$ cat config.mk
export PLATFORM = sky130hd
export DESIGN_NAME = eab_agu_flat
export DESIGN_NICKNAME = d
export VERILOG_FILES = /design/src/rtl/eab_agu_if.sv /design/src/rtl/eab_agu.sv /design/src/flat_wrapper.sv
export SDC_FILE = /design/constraint.sdc
export NUM_CORES = 1
export LEC_CHECK = 0
export ABC_AREA = 1
export CAP_MARGIN = 15
export CORE_MARGIN = 2
export CORE_UTILIZATION = 25
export CTS_CLUSTER_DIAMETER = 120
export DETAILED_ROUTE_END_ITERATION = 8
export GPL_ROUTABILITY_DRIVEN = 1
export HOLD_SLACK_MARGIN = 0.08
export SLEW_MARGIN = 20
export SYNTH_ARGS = -nofsm -noshare
export SYNTH_HDL_FRONTEND = slang
export SYNTH_SLANG_ARGS = --single-unit
$ cat constraint.sdc
create_clock -name clk -period 7.6 [get_ports clk]
set_clock_uncertainty 0.1 [all_clocks]
set_input_delay 1.14 -clock clk [delete_from_list [all_inputs] [get_ports clk]]
set_output_delay 1.14 -clock clk [all_outputs]
set_load 0.05 [all_outputs]
$ cat src/rtl/eab_agu_if.sv
`default_nettype none
// ============================================================================
// Module      : eab_agu_if
// Description : Request/beat stream bundle for the effective-address AGU.
// Revision    : 1.0 - initial release
// ============================================================================
interface eab_agu_if #(
    parameter int WIDTH   = 16,
    parameter int IR_W    = 11,
    parameter int BURST_W = 4
);
    logic               in_valid;
    logic               in_ready;
    logic [IR_W-1:0]    ir;
    logic [WIDTH-1:0]   ra;
    logic [WIDTH-1:0]   pc;
    logic               sel_base;
    logic [1:0]         sel_off;
    logic [BURST_W-1:0] burst_len;
    logic               out_valid;
    logic               out_ready;
    logic [WIDTH-1:0]   ea;
    logic               out_last;
    logic               out_wrap;

    modport master (
        output in_valid, ir, ra, pc, sel_base, sel_off, burst_len, out_ready,
        input  in_ready, out_valid, ea, out_last, out_wrap
    );

    modport slave (
        input  in_valid, ir, ra, pc, sel_base, sel_off, burst_len, out_ready,
        output in_ready, out_valid, ea, out_last, out_wrap
    );
endinterface
`default_nettype wire

$ cat src/rtl/eab_agu.sv
`default_nettype none
// ============================================================================
// Module      : eab_agu
// Description : Base + sign-extended IR offset, streamed as a burst of
//               consecutive addresses on a valid/ready interface.
// Revision    : 1.0 - initial release
// ============================================================================
module eab_agu #(
    parameter int WIDTH   = 16,
    parameter int IR_W    = 11,
    parameter int BURST_W = 4
) (
    input  wire logic clk,
    input  wire logic rst,
    eab_agu_if.slave  bus
);
    localparam logic [0:0] S_IDLE = 1'b0;
    localparam logic [0:0] S_EMIT = 1'b1;

    localparam logic [BURST_W-1:0] c_one = BURST_W'(1);

    logic [0:0]         r_state;
    logic [0:0]         w_stateNext;
    logic [WIDTH-1:0]   r_ea;
    logic [BURST_W-1:0] r_remaining;
    logic               r_wrap;

    logic               w_inReady;
    logic               w_outValid;
    logic               w_isLast;
    logic               w_accept;
    logic               w_consume;
    logic [WIDTH-1:0]   w_base;
    logic [WIDTH-1:0]   w_offset;
    logic [WIDTH-1:0]   w_sum;
    logic [BURST_W-1:0] w_beats;

    // Only ir[10:0] participates; the three offset fields overlap in it.
    always_comb begin
        w_offset = '0;
        case (bus.sel_off)
            2'b00:   w_offset = '0;
            2'b01:   w_offset = {{(WIDTH-11){bus.ir[10]}}, bus.ir[10:0]};
            2'b10:   w_offset = {{(WIDTH-9){bus.ir[8]}}, bus.ir[8:0]};
            default: w_offset = {{(WIDTH-6){bus.ir[5]}}, bus.ir[5:0]};
        endcase
    end

    assign w_base  = bus.sel_base ? bus.ra : bus.pc;
    assign w_sum   = w_base + w_offset;
    assign w_beats = (bus.burst_len == '0) ? c_one : bus.burst_len;

    assign w_isLast  = (r_remaining == c_one);
    assign w_accept  = bus.in_valid && w_inReady;
    assign w_consume = w_outValid && bus.out_ready;

    always_comb begin
        w_stateNext = r_state;
        w_inReady   = 1'b0;
        w_outValid  = 1'b0;
        case (r_state)
            S_IDLE: begin
                w_inReady = !rst;
                if (w_accept) begin
                    w_stateNext = S_EMIT;
                end
            end
            default: begin
                w_outValid = 1'b1;
                // Last-beat handoff lets a new request start with no bubble.
                w_inReady  = !rst && bus.out_ready && w_isLast;
                if (w_consume && w_isLast) begin
                    w_stateNext = w_accept ? S_EMIT : S_IDLE;
                end
            end
        endcase
    end

    always_ff @(posedge clk) begin
        if (rst) begin
            r_state <= S_IDLE;
        end else begin
            r_state <= w_stateNext;
        end
    end

    always_ff @(posedge clk) begin
        if (rst) begin
            r_ea        <= '0;
            r_remaining <= '0;
            r_wrap      <= 1'b0;
        end else if (w_accept) begin
            r_ea        <= w_sum;
            r_remaining <= w_beats;
            r_wrap      <= 1'b0;
        end else if (w_consume) begin
            if (w_isLast) begin
                r_remaining <= '0;
            end else begin
                r_ea        <= r_ea + WIDTH'(1);
                r_remaining <= r_remaining - c_one;
                if (r_ea == {WIDTH{1'b1}}) begin
                    r_wrap <= 1'b1;
                end
            end
        end
    end

    assign bus.in_ready  = w_inReady;
    assign bus.out_valid = w_outValid;
    assign bus.ea        = r_ea;
    assign bus.out_last  = w_isLast;
    assign bus.out_wrap  = r_wrap;

endmodule
`default_nettype wire
$ cat src/flat_wrapper.sv
// flat-port wrapper written by rule: the top's interface ports become plain ports
module eab_agu_flat 
#(
    parameter int WIDTH   = 16,
    parameter int IR_W    = 11,
    parameter int BURST_W = 4
)
  (clk, rst, bus_in_valid, bus_ir, bus_ra, bus_pc, bus_sel_base, bus_sel_off, bus_burst_len, bus_out_ready, bus_in_ready, bus_out_valid, bus_ea, bus_out_last, bus_out_wrap);
  eab_agu_if #(.WIDTH(WIDTH), .IR_W(IR_W), .BURST_W(BURST_W)) bus_i ();
  input  wire logic clk;
  input  wire logic rst;
  input wire logic [$bits(bus_i.in_valid)-1:0] bus_in_valid;
  input wire logic [$bits(bus_i.ir)-1:0] bus_ir;
  input wire logic [$bits(bus_i.ra)-1:0] bus_ra;
  input wire logic [$bits(bus_i.pc)-1:0] bus_pc;
  input wire logic [$bits(bus_i.sel_base)-1:0] bus_sel_base;
  input wire logic [$bits(bus_i.sel_off)-1:0] bus_sel_off;
  input wire logic [$bits(bus_i.burst_len)-1:0] bus_burst_len;
  input wire logic [$bits(bus_i.out_ready)-1:0] bus_out_ready;
  output wire logic [$bits(bus_i.in_ready)-1:0] bus_in_ready;
  output wire logic [$bits(bus_i.out_valid)-1:0] bus_out_valid;
  output wire logic [$bits(bus_i.ea)-1:0] bus_ea;
  output wire logic [$bits(bus_i.out_last)-1:0] bus_out_last;
  output wire logic [$bits(bus_i.out_wrap)-1:0] bus_out_wrap;
  assign bus_i.in_valid = bus_in_valid;
  assign bus_i.ir = bus_ir;
  assign bus_i.ra = bus_ra;
  assign bus_i.pc = bus_pc;
  assign bus_i.sel_base = bus_sel_base;
  assign bus_i.sel_off = bus_sel_off;
  assign bus_i.burst_len = bus_burst_len;
  assign bus_i.out_ready = bus_out_ready;
  assign bus_in_ready = bus_i.in_ready;
  assign bus_out_valid = bus_i.out_valid;
  assign bus_ea = bus_i.ea;
  assign bus_out_last = bus_i.out_last;
  assign bus_out_wrap = bus_i.out_wrap;
  eab_agu #(.WIDTH(WIDTH), .IR_W(IR_W), .BURST_W(BURST_W)) u_core (.clk(clk), .rst(rst), .bus(bus_i));
endmodule
==> key figures <==
Setup path
  • Critical path type: in -> out
  • Critical path peak fanout: 16
  • Worst Setup SP: rst
  • R2r startpoint: u_core.r_remaining[1]
  • CP Data Required Time: 6.36 ns
  • Critical Path End Type: primary output
  • WP data arrival: 3.22 ns
  • Startpoint types: input port

Floorplanning
  • Die H: 106 um
  • IO Count: 74
  • Die Wd: 106 um
  • Starting Density: 0.255
  • Std-Cell Rows: 37
  • Core area: 10200 um2
  • Die area: 11300 um2

Status
  • Status: finished clean

Drt
  • Drt first-iter violations: 92
  • ANT nets after route: 0
  • Via count: 2941
  • Post-Route WL: 7500 um
  • Average vias per placed instance: 4.59
  • TritonRoute pass-1 iters: 4
  • DRC viols: 0
  • Post-DR wirelength/cell: 11.7 um

Synthesis
  • Synth warn: 0
  • Seq cells post-synth: 22
  • Post-synthesis cell type count: 33
  • Post-synthesis net count: 510
  • Leading area contributor after synthesis: nand2_1
  • Sequential share of the synthesized area: 0.169
  • Average size of a mapped cell: 5.96 um2
  • Post-synthesis instance total: 437
  • Largest cells by area after synthesis: nand2_1, dfxtp_1, inv_1, ha_1, nand3_1
  • Yosys top cell area share: 0.184
  • Synthesized area: 2610 um2

Timing
  • Final setup viols: 0
  • Setup TNS: 0 ns
  • Worst setup margin: 3.14 ns
  • Hold Fails Final Rpt: 0
  • Min Tclk post-route: 4.46 ns
  • Relative slew slack: 0.491
  • Unrepaired setup endpoints after global routing: no
  • Worst-Margin Slew: 0.761 ns
  • Period utilization: 0.587
  • Slew Limit Fails: 0
  • Fmax: 224 MHz
  • Worst hold slack: 0.369 ns

GRT
  • First-pass GRT wire length: 12700 um
  • Total track usage: 0.135
  • Vias in the first global route: 2844
  • Largest net degree at the start of global routing: 20
  • Initial antenna violation count: 0
  • GR Overflow Total: 0

Finish
  • Synth-to-Final Area Change: 34.7%
  • Fraction of layout cells with a size suffix above 1: 0.0673
  • Antenna cells: 0
  • Most frequent cells in the layout: nand2_1, clkdlybuf4s50_1, inv_1
  • Final Net Count: 579
  • Fillers: 1112
  • Most common cell after layout, fill and taps aside: nand2_1

Clock network
  • Worst-path clk slew: 0.08 ns
  • Clock latency on the worst-skew pair: 0.27 ns
  • CTS tree: done
  • # resized after CTS: 0
  • CTS Buf Count: 3
  • Clock sink count: 22
  • CTS max path bufs: 2
  • # Post-CTS Setup Buffers: 0
  • H-tree depth: 1
  • Hold Buf Count CTS: 0
  • Root Driver: clkbuf_8

Pwr
  • Leakage: 1.63 nW
  • Final Power: 0.000469 W
  • Peak VDD IR: 0.0631 mV
  • Power per cell area: 134 nW/um2

Placed design
  • Placer Congestion: 0.875
  • Port Buf Inserts: 73
  • HPWL Detailed: 6090 um
  • Pre-CTS WS: 3.16 ns

Run
  • Max-cap violations: 0

Hold path
  • Hold_sp: u_core.bus.out_wrap
  • HP Class: reg -> reg
==> metrics by stage <==
step | utilization | area [um2] | instances
after CTS | 0.343 | 3510 | 641
after floorplan | - | 2610 | 437
after detailed placement | 0.338 | 3450 | 637
final | 0.343 | 3510 | 641
after global placement | 0.338 | 3450 | 637
after global routing | 0.343 | 3510 | 641
==> critical path, cell delays in order <==
cell	delay [ns]
clkdlybuf4s50_1	0.61
inv_1	0.51
nand2_1	0.11
inv_1	0.07
clkdlybuf4s50_1	0.79
==> layout make-up <==
class	count	area, um2	area share
well taps	136	170	0.0485
clock buffers	4	55.1	0.0157
inverters	68	256	0.0731
multi-input cells	338	1860	0.529
flip-flops and latches	22	440	0.125
repair buffers	73	731	0.208
==> path summary, 6_finish.rpt <==
path                                       endpoint  slack, ns  cells past startpoint
worst min register to register  u_core.bus.out_wrap       0.37                      2
worst max register to register     u_core.bus.ea[3]       5.58                     11
worst max-delay path                   bus_in_ready       3.14                      5
worst min-delay path            u_core.bus.out_wrap       0.37                      2
==> synth_stat cells <==
| cell type | instances |
|---|---|
| a211oi_1 | 2 |
| a21boi_0 | 1 |
| a21o_1 | 1 |
| a21oi_1 | 27 |
| a31oi_1 | 4 |
| and2_1 | 1 |
| buf_2 | 6 |
| buf_4 | 1 |
| buf_6 | 1 |
| clkbuf_1 | 1 |
| clkinv_2 | 1 |
| dfxtp_1 | 22 |
| fa_1 | 1 |
| ha_1 | 18 |
| inv_1 | 64 |
| inv_2 | 3 |
| mux2_2 | 15 |
| nand2_1 | 128 |
| nand2_2 | 3 |
| nand3_1 | 34 |
| nand3_4 | 2 |
| nand3b_1 | 6 |
| nand4_1 | 4 |
| nor2_1 | 39 |
| nor2_2 | 2 |
| nor3_1 | 6 |
| o211ai_1 | 1 |
| o21ai_0 | 24 |
| o21ai_1 | 3 |
| o21ai_4 | 1 |
| or2_2 | 3 |
| xnor2_1 | 4 |
| xor2_1 | 8 |
==> routing by layer <==
metal  track usage  wire length [um]  vias to the layer above
met2         0.247              3700                       67
met5             0                 0                        -
met4        0.0338                78                        0
li1              -                 -                     1541
met3        0.0172               262                        6
met1         0.166              3460                     1327
==> cells by family after synthesis <==
| logic type | synth area share |
|---|---|
| and+or+nand+nor | 0.379 |
| buffers and inverters | 0.119 |
| AOI/OAI and AO/OA | 0.134 |
| DFF | 0.169 |
| adders and majority gates | 0.0941 |
| muxes | 0.0648 |
| xor gates and xnor gates | 0.0403 |
==> report_power, final <==
group	internal [W]	switching (W)	total, W	leakage [nW]
Clock	0.0000463	0.0000411	0.0000873	0.0288
Combinational	0.000101	0.000141	0.000242	1.42
Sequential	0.000126	0.0000144	0.000140	0.181
==> state kept, by name, summed over array words and instances (netlist names) <==
signal               flops
u_core.bus.ea           16
u_core.bus.out_wrap      1
u_core.r_remaining       4
u_core.r_state           1
Power figures use the tool's default switching activity.
